$ cat config.mk
export PLATFORM = sky130hd
export DESIGN_NAME = sevenseg_capture_flat
export DESIGN_NICKNAME = d
export VERILOG_FILES = /design/src/rtl/sevenseg_capture_pkg.sv /design/src/rtl/sevenseg_capture_if.sv /design/src/rtl/sevenseg_pattern_decode.sv /design/src/rtl/sevenseg_capture.sv /design/src/flat_wrapper.sv
export SDC_FILE = /design/constraint.sdc
export NUM_CORES = 1
export LEC_CHECK = 0
export BUFFER_PORTS_ARGS = -buffer_cell sky130_fd_sc_hd__buf_2
export CAP_MARGIN = 20
export CORE_ASPECT_RATIO = 1.1
export CORE_MARGIN = 3
export CORE_UTILIZATION = 30
export DETAILED_ROUTE_END_ITERATION = 10
export SLEW_MARGIN = 20
export SYNTH_ARGS = -nofsm -noshare
export SYNTH_HDL_FRONTEND = slang
export SYNTH_HIERARCHICAL = 1
export SYNTH_SLANG_ARGS = --single-unit
$ cat constraint.sdc
create_clock -name clk -period 4.47 [get_ports clk]
set_input_delay 0.894 -clock clk [delete_from_list [all_inputs] [get_ports clk]]
set_output_delay 0.894 -clock clk [all_outputs]
set_load 0.02 [all_outputs]
$ cat src/rtl/sevenseg_capture_pkg.sv
// sevenseg_capture_pkg: segment encodings, decode result type and FSM states shared with sevenseg_driver.
package sevenseg_capture_pkg;
   localparam logic [6:0] SEG_0     = 7'h3F;
   localparam logic [6:0] SEG_1     = 7'h06;
   localparam logic [6:0] SEG_2     = 7'h5B;
   localparam logic [6:0] SEG_3     = 7'h4F;
   localparam logic [6:0] SEG_4     = 7'h66;
   localparam logic [6:0] SEG_5     = 7'h6D;
   localparam logic [6:0] SEG_6     = 7'h7D;
   localparam logic [6:0] SEG_7     = 7'h07;
   localparam logic [6:0] SEG_8     = 7'h7F;
   localparam logic [6:0] SEG_9     = 7'h6F;
   localparam logic [6:0] SEG_BLANK = 7'h00;
   localparam logic [3:0] BLANK_CODE = 4'd12;
   localparam logic [0:0] ST_SETTLE = 1'b0;
   localparam logic [0:0] ST_LOCKED = 1'b1;
   typedef struct packed {
      logic       legal;
      logic       is_blank;
      logic [3:0] digit;
   } seg_decode_t;
endpackage

$ cat src/rtl/sevenseg_capture_if.sv
// sevenseg_capture_if: segment bus, control and recovered-digit status of the capture block.
interface sevenseg_capture_if #(parameter int CNT_W = 8);
   logic [6:0]       seg_in;
   logic             enable;
   logic             clear_status;
   logic [3:0]       value;
   logic             blank;
   logic             value_valid;
   logic             update_pulse;
   logic             bad_pattern;
   logic [CNT_W-1:0] change_count;
   modport master (output seg_in, enable, clear_status,
                   input  value, blank, value_valid, update_pulse, bad_pattern, change_count);
   modport slave  (input  seg_in, enable, clear_status,
                   output value, blank, value_valid, update_pulse, bad_pattern, change_count);
endinterface

$ cat src/rtl/sevenseg_pattern_decode.sv
// sevenseg_pattern_decode: inverse of the sevenseg_driver encoding; anything it cannot emit is not legal.
module sevenseg_pattern_decode
   import sevenseg_capture_pkg::*;
(
   input  logic [6:0]  pattern,
   output seg_decode_t dec
);
   always_comb begin
      dec = '{legal: 1'b1, is_blank: 1'b0, digit: 4'd0};
      case (pattern)
         SEG_0:     dec.digit = 4'd0;
         SEG_1:     dec.digit = 4'd1;
         SEG_2:     dec.digit = 4'd2;
         SEG_3:     dec.digit = 4'd3;
         SEG_4:     dec.digit = 4'd4;
         SEG_5:     dec.digit = 4'd5;
         SEG_6:     dec.digit = 4'd6;
         SEG_7:     dec.digit = 4'd7;
         SEG_8:     dec.digit = 4'd8;
         SEG_9:     dec.digit = 4'd9;
         SEG_BLANK: dec = '{legal: 1'b1, is_blank: 1'b1, digit: BLANK_CODE};
         default:   dec.legal = 1'b0;
      endcase
   end
endmodule

$ cat src/rtl/sevenseg_capture.sv
// sevenseg_capture: synchronises a 7-segment bus, accepts a pattern once stable, and decodes it back to a digit.
module sevenseg_capture
   import sevenseg_capture_pkg::*;
#(
   parameter int SYNC_STAGES   = 2,
   parameter int STABLE_CYCLES = 4,
   parameter int CNT_W         = 8
) (
   input logic           clk,
   input logic           reset,
   sevenseg_capture_if.slave bus
);
   localparam int CW = $clog2(STABLE_CYCLES + 1);

   logic [SYNC_STAGES-1:0][6:0] sync_q, sync_d;
   logic [0:0]       state_q, state_d;
   logic [6:0]       cand_q, cand_d, acc_q, acc_d;
   logic [CW-1:0]    cnt_q, cnt_d;
   logic             acc_valid_q, acc_valid_d;
   logic [3:0]       value_q, value_d;
   logic             blank_q, blank_d, valid_q, valid_d, pulse_q, pulse_d, bad_q, bad_d;
   logic [CNT_W-1:0] count_q, count_d;
   logic [6:0]       sync;
   logic             accept;
   seg_decode_t      dec;

   assign sync = sync_q[SYNC_STAGES-1];

   // On every acceptance the candidate equals the current sync sample, so decode sync directly.
   sevenseg_pattern_decode u_dec (.pattern(sync), .dec(dec));

   always_comb begin
      sync_d      = {sync_q[SYNC_STAGES-2:0], bus.seg_in};
      state_d     = state_q;
      cand_d      = cand_q;
      cnt_d       = cnt_q;
      acc_d       = acc_q;
      acc_valid_d = acc_valid_q;
      value_d     = value_q;
      blank_d     = blank_q;
      valid_d     = valid_q;
      pulse_d     = 1'b0;
      bad_d       = bus.clear_status ? 1'b0 : bad_q;
      count_d     = bus.clear_status ? '0 : count_q;
      accept      = 1'b0;
      if (!bus.enable) begin
         state_d = ST_SETTLE;
         cnt_d   = '0;
      end else if (state_q == ST_LOCKED) begin
         if (sync != acc_q) begin
            state_d = ST_SETTLE;
            cand_d  = sync;
            cnt_d   = CW'(1);
            accept  = STABLE_CYCLES == 1;
         end
      end else if (sync != cand_q) begin
         cand_d = sync;
         cnt_d  = CW'(1);
         accept = STABLE_CYCLES == 1;
      end else begin
         cnt_d  = cnt_q + CW'(1);
         accept = cnt_q == CW'(STABLE_CYCLES - 1);
      end
      if (accept) begin
         state_d     = ST_LOCKED;
         acc_d       = sync;
         acc_valid_d = 1'b1;
         if (!(acc_valid_q && sync == acc_q)) begin
            if (dec.legal) begin
               value_d = dec.digit;
               blank_d = dec.is_blank;
               valid_d = 1'b1;
               pulse_d = 1'b1;
               count_d = &count_d ? count_d : count_d + CNT_W'(1);
            end else begin
               bad_d = 1'b1;
            end
         end
      end
   end

   always_ff @(posedge clk or posedge reset) begin
      if (reset) begin
         sync_q      <= '0;
         state_q     <= ST_SETTLE;
         cand_q      <= '0;
         cnt_q       <= '0;
         acc_q       <= '0;
         acc_valid_q <= 1'b0;
         value_q     <= '0;
         blank_q     <= 1'b0;
         valid_q     <= 1'b0;
         pulse_q     <= 1'b0;
         bad_q       <= 1'b0;
         count_q     <= '0;
      end else begin
         sync_q      <= sync_d;
         state_q     <= state_d;
         cand_q      <= cand_d;
         cnt_q       <= cnt_d;
         acc_q       <= acc_d;
         acc_valid_q <= acc_valid_d;
         value_q     <= value_d;
         blank_q     <= blank_d;
         valid_q     <= valid_d;
         pulse_q     <= pulse_d;
         bad_q       <= bad_d;
         count_q     <= count_d;
      end
   end

   assign bus.value        = value_q;
   assign bus.blank        = blank_q;
   assign bus.value_valid  = valid_q;
   assign bus.update_pulse = pulse_q;
   assign bus.bad_pattern  = bad_q;
   assign bus.change_count = count_q;
endmodule

$ cat src/flat_wrapper.sv
// flat-port wrapper written by rule: the top's interface ports become plain ports
module sevenseg_capture_flat import sevenseg_capture_pkg::*;
#(
   parameter int SYNC_STAGES   = 2,
   parameter int STABLE_CYCLES = 4,
   parameter int CNT_W         = 8
)
  (clk, reset, bus_seg_in, bus_enable, bus_clear_status, bus_value, bus_blank, bus_value_valid, bus_update_pulse, bus_bad_pattern, bus_change_count);
  sevenseg_capture_if #(.CNT_W(CNT_W)) bus_i ();
  input logic clk;
  input logic reset;
  input wire logic [$bits(bus_i.seg_in)-1:0] bus_seg_in;
  input wire logic [$bits(bus_i.enable)-1:0] bus_enable;
  input wire logic [$bits(bus_i.clear_status)-1:0] bus_clear_status;
  output wire logic [$bits(bus_i.value)-1:0] bus_value;
  output wire logic [$bits(bus_i.blank)-1:0] bus_blank;
  output wire logic [$bits(bus_i.value_valid)-1:0] bus_value_valid;
  output wire logic [$bits(bus_i.update_pulse)-1:0] bus_update_pulse;
  output wire logic [$bits(bus_i.bad_pattern)-1:0] bus_bad_pattern;
  output wire logic [$bits(bus_i.change_count)-1:0] bus_change_count;
  assign bus_i.seg_in = bus_seg_in;
  assign bus_i.enable = bus_enable;
  assign bus_i.clear_status = bus_clear_status;
  assign bus_value = bus_i.value;
  assign bus_blank = bus_i.blank;
  assign bus_value_valid = bus_i.value_valid;
  assign bus_update_pulse = bus_i.update_pulse;
  assign bus_bad_pattern = bus_i.bad_pattern;
  assign bus_change_count = bus_i.change_count;
  sevenseg_capture #(.SYNC_STAGES(SYNC_STAGES), .STABLE_CYCLES(STABLE_CYCLES), .CNT_W(CNT_W)) u_core (.clk(clk), .reset(reset), .bus(bus_i));
endmodule
* Word-level counts from Yosys, hierarchy flattened
Index checks and enable logic that the tools add are counted.
Word-level totals: bits in registers 49, bits of input ports 11, output and inout port bits 16, word-level logic and storage cells 68
Operators by class: add/sub/neg operators 2, eq/ne operators 16, mux-type cells 29, bitwise logic cells 1, reduce and logical (&&, ||, !) cells 7
Operators by type and width (count):
- equality test 7 bit, second input constant | 7
- 2-to-1 mux 8 bit | 5
- case mux 4 bit (10 select lines) | 1
- 2-to-1 mux 7 bit | 3
- 2-to-1 mux 1 bit | 16
- equality test 7 x 3 -> 1 bit, second input constant | 2
- inequality test 7 bit | 2
- 2-to-1 mux 3 bit | 4
- OR reduction 11 bit | 1
- adder 8 x 1 -> 8 bit, second input constant | 1
- AND reduction 8 bit | 1
- equality test 7 x 6 -> 1 bit, second input constant | 1
- equality test 7 bit | 1
- zero test 7 bit | 1
- AND reduction 3 bit | 2
- adder 3 x 1 -> 3 bit, second input constant | 1
- equality test 3 x 2 -> 1 bit, second input constant | 1
- inequality test 3 bit, second input constant | 1
- inequality test 2 bit, second input constant | 1
- nonzero test 2 bit | 1
- logical AND 1 bit | 1
- NOT 1 bit | 1

* Longest topological paths before layout
depth in word-level cells 6, gate-level depth with buffers 8, gate-level depth less buffers 7

* Cells and area by module
Netlist, hierarchy kept.
By module, submodules not included:
- sevenseg_capture | times used 1, cells each 160, area an instance 2129.5 µm², seq. area each 1226.2 µm²
- sevenseg_pattern_decode | times used 1, cells each 30, area an instance 202.7 µm², seq. area each 0.0 µm²

* Worst setup path after synthesis
OpenSTA, ideal clock, no wires.
kind flip-flop to flip-flop, start point register u_core.sync_q (netlist bit u_core/sync[3]), end point register u_core.cand_q[0], library setup time 0.125 ns, data arrival time 1.893 ns, required time 4.345 ns, path slack 2.452 ns, stages on the path, launching flop included 7, buffers on the path 1, clock period less this slack 2.018 ns, cells stage by stage dfrtp_1 -> xor2_1 -> nor4_4 -> and4_4 -> or3_1 -> buf_6 -> mux2_4
Between the ends: cells in the longest elaborated chain, start to end 3, elaborated cells on any way between the ends 5, classes of those cells eq/ne (3); reduce/logical (2)
RTL lines:
- from (decl) | line sevenseg_capture.sv:15 | logic [SYNC_STAGES-1:0][6:0] sync_q, sync_d;
- from (signal assigned) | line sevenseg_capture.sv:97 | sync_q <= sync_d;
- inequality test 7 bit (on tied branches) | line sevenseg_capture.sv:50, sevenseg_capture.sv:56
- inequality test 2 bit (no line) / nonzero test 2 bit (equally long branches)
- AND reduction 3 bit (no line) (*)
- to (signal assigned) | line sevenseg_capture.sv:99 | cand_q <= cand_d;
- to (decl) | line sevenseg_capture.sv:17 | logic [6:0] cand_q, cand_d, acc_q, acc_d;
Mark *: on every way between the ends. The rest lies on a longest branch, timed or not. A chain may end at the register's enable or synchronous reset.

* Worst setup path after layout
start point register u_core.sync_q (netlist bit u_core/sync[0]), end point register u_core.cand_q[5]
The elaborated chain is that of the path after synthesis.

==> impl_results.md <==
* Run status: complete, no violations
* Area contributors post-synth: dfrtp_1, mux2_2, mux2_4
* Final WS setup at 2.08 ns
* Drt via density at 4.61
* TritonRoute pass-1 iters at 4
* DR iter-0 viols at 105
* First-pass GRT wire length at roughly 7600 µm
* Synthesized instance count at 190
* Tot GR Track Use at 10.4%
* Multiplexer share of the synthesized area at 12.1%
* Number of buffers added on ports at 26
* Seq cells post-synth at 49
* Syn nets at between 200 and 250
* Clock Sinks at 49
* Skew final at about 0.012 ns
* Pre-CTS WS at 2.09 ns
* Peak supply drop at roughly 160 µV
* Compound-Gate Fraction of Synth Area at 6.44%
* Post-synthesis xor/xnor area fraction at ~6.0%
* Clk slew on worst S/H paths at 0.10 ns
* Netlist cell types at 46
* Setup bufs post-CTS at 0
* Max-slew violation count at 0
* Worst-Margin Slew at 0.840 ns
* Min Tclk post-route at 2.39 ns
* Row Count at 33
* Drc violations at 0
* Filler cells at between 700 and 800
* # setup viols final at 0
* Fin Setup TNS at 0 ns
* Bufs on Longest Clock Path at 2
* Post-Synth Adder-Cell Area at 1.07%
* Ports at 27
* Worst EP required at between 4 and 5 ns
* EDFF count, synth at 0
* Sequential share of the synthesized area at 52.6%
* Fin crit share at a little over half
* Number of global-route vias before repair at 1572
* Initial core utilization at a little under a third
* CTS H-Tree Depth at 2
* Core area at 0.00751 mm²
* Async SR Flop Fraction at 100%
* Top cell type by total area after synthesis: dfrtp_1
* CP Launch Type: flop
* Leak Pwr at 1.24 nW
* Final GP Congestion at around 0.79
* Final HPWL DP at 2950 µm
* Crit path kind: reg2reg
* Share of the synthesized area in the top cell type at 52.6%
* Die Height at about 100 µm
* Max-cap violation count at 0
* Slew margin rel. at 44.0%
* Clk root buf: clkbuf_8
* Hold Path Class: reg2reg
* Mapped Area at 0.00233 mm²
* Chip width at 90.1 µm
* CP max FO at 11
* Hold_buf cts at 0
* Hold Vio Cnt, Final at 0
* CP Capture Type: flop
* Grt ovf at 0
* Top_reg_cell synth: dfrtp_1
* Synth Area in Simple Gates at between 10% and 20%
* Largest net degree at the start of global routing at 50
* Count of cells resized by post-cts repair at 0
* CTS Buf Count at 5
* Via count at 1490
* WL final at 4300 µm
* Power Density at a little over 300 mW/mm²
* Initial antenna violation count at 0
* Final Non-Filler Cells at ~320
* WP data arrival at roughly 2.6 ns
* DIE AREA at 0.00887 mm²
* Syn avg cell area at about 12 µm²
* YS warnings at 6
* P&R area growth vs syn at 13.3%
* Skew-Pair Late Insertion Delay at 0.30 ns
* Main combinational cell family by area after synthesis: simple AND/OR/NAND/NOR gates
* CTS tree: yes
* Nets at 230
* WL per Instance at 13.3 µm
* Highest clock rate at roughly 0.42 GHz
* Layout cell share with drive strength beyond 1 at 31.7%
* ANT cells at 0
* ANT nets after route at 0
* Placed Cells at 315
* RSZ-0062 raised after global routing: no
-- metal layers --
| layer | wire length (µm) | track usage (%) | up-vias | share of wire [%] |
|---|---|---|---|---|
| li1 | - | - | 732 | - |
| met5 | 0 | 0 | - | 0 |
| met1 | 2020 | 13.2 | 733 | 47 |
| met3 | 107 | 1.76 | 6 | 2.5 |
| met2 | 2100 | 17.6 | 19 | 49 |
| met4 | 75 | 4.59 | 0 | 1.7 |
-- cell families after synthesis --
group	after synthesis
AOI/OAI and AO/OA	20
buffers and inverters	12
xor gates and xnor gates	16
muxes	23
DFF	49
and+or+nand+nor	68
adders and majority gates	2
-- through the flow --
| step | util (%) | total power [mW] | hold WS (ns) | instance area [µm²] |
|---|---|---|---|---|
| 2_1_floorplan | - | 0.533 | 0.331 | 2330 |
| 3_3_place_gp | 34.0 | 0.549 | 0.333 | 2550 |
| 3_5_place_dp | 34.0 | 0.550 | 0.335 | 2550 |
| 4_1_cts | 35.1 | 0.816 | 0.349 | 2640 |
| 5_1_grt | 35.1 | 0.839 | 0.345 | 2640 |
| 6_report | 35.1 | 0.802 | 0.343 | 2640 |
-- cell type report --
cell class / count / area (µm²) / share of cell area, %
Clock buffer: 6 / 72.6 / 2.75
Clock inverter: 2 / 15.0 / 0.568
Inverter: 6 / 23.8 / 0.900
Multi-Input combinational cell: 129 / 1040 / 39.5
Sequential cell: 49 / 1230 / 46.4
Tap cell: 105 / 131 / 4.97
Timing Repair Buffer: 26 / 130 / 4.93
-- final timing paths --
path | end | cells past startpoint | slack, ns | from
worst max-delay path | u_core/cand_q[5]$_DFFE_PP0P_ | 5 | 2.08 | u_core/sync[0]$_DFF_PP0_
worst min-delay path | u_core/sync[1]$_DFF_PP0_ | 0 | 0.34 | u_core/sync_d[8]$_DFF_PP0_
worst max register to register | u_core/cand_q[5]$_DFFE_PP0P_ | 5 | 2.08 | u_core/sync[0]$_DFF_PP0_
worst min register to register | u_core/sync[1]$_DFF_PP0_ | 0 | 0.34 | u_core/sync_d[8]$_DFF_PP0_
max in group asynchronous | u_core/bus.bad_pattern$_DFF_PP0_ | 2 | 3.24 | reset
min in group asynchronous | u_core/bus.value[2]$_DFFE_PP0P_ | 2 | 0.72 | reset
-- worst max-delay path, stage by stage, from the launching register on --
cell     delay [ns]
dfrtp_1        0.53
xor2_1         0.24
nor4_4         0.45
and4_4         0.33
or3_1          0.38
mux2_4         0.34
-- cells in the final DEF (no fill, tap or decap), types with 3 or more instances in the layout --
cell,synthesis,layout
inv_1,6,5
mux2_2,14,14
nand3_1,3,3
a211oi_1,3,3
nand2_1,9,9
clkbuf_8,0,5
o21ai_0,3,3
and3_1,3,3
buf_2,0,26
nor2_1,11,11
xor2_1,7,7
nand2b_1,3,3
nand4_1,8,8
nor3_1,3,3
a21oi_1,3,3
mux2_4,7,7
nor2b_1,4,4
a22oi_1,3,3
dfrtp_1,49,49
xnor2_1,9,9
-- registers in the layout (all words and copies together) (netlist names) --
register,count
u_core/bus.value,4
u_core/acc_valid_q,1
u_core/sync,7
u_core/sync_d,7
u_core/cnt_q,3
u_core/acc_q,7
u_core/bus.bad_pattern,1
u_core/state_q,1
u_core/bus.change_count,8
u_core/bus.update_pulse,1
u_core/bus.value_valid,1
u_core/bus.blank,1
u_core/cand_q,7
-- Yosys cell counts, drive strengths merged, types with 3 or more instances --
cell type  instances
dfrtp             49
and3               6
o21ai              3
nor4               3
nand2              9
xor2               7
nor3               3
nand4              8
clkbuf             3
a22oi              3
nor2b              4
a21oi              3
nor2              11
nand2b             3
xnor2              9
inv                6
buf                3
a211oi             4
nand3              4
mux2              21
-- power breakdown --
part | internal [mW] | switching [mW] | total [mW]
Sequential | 0.458 | 0.0181 | 0.476
Clock | 0.111 | 0.151 | 0.261
Combinational | 0.0318 | 0.0331 | 0.0649
No activity file was read; power rests on OpenSTA's default activity.
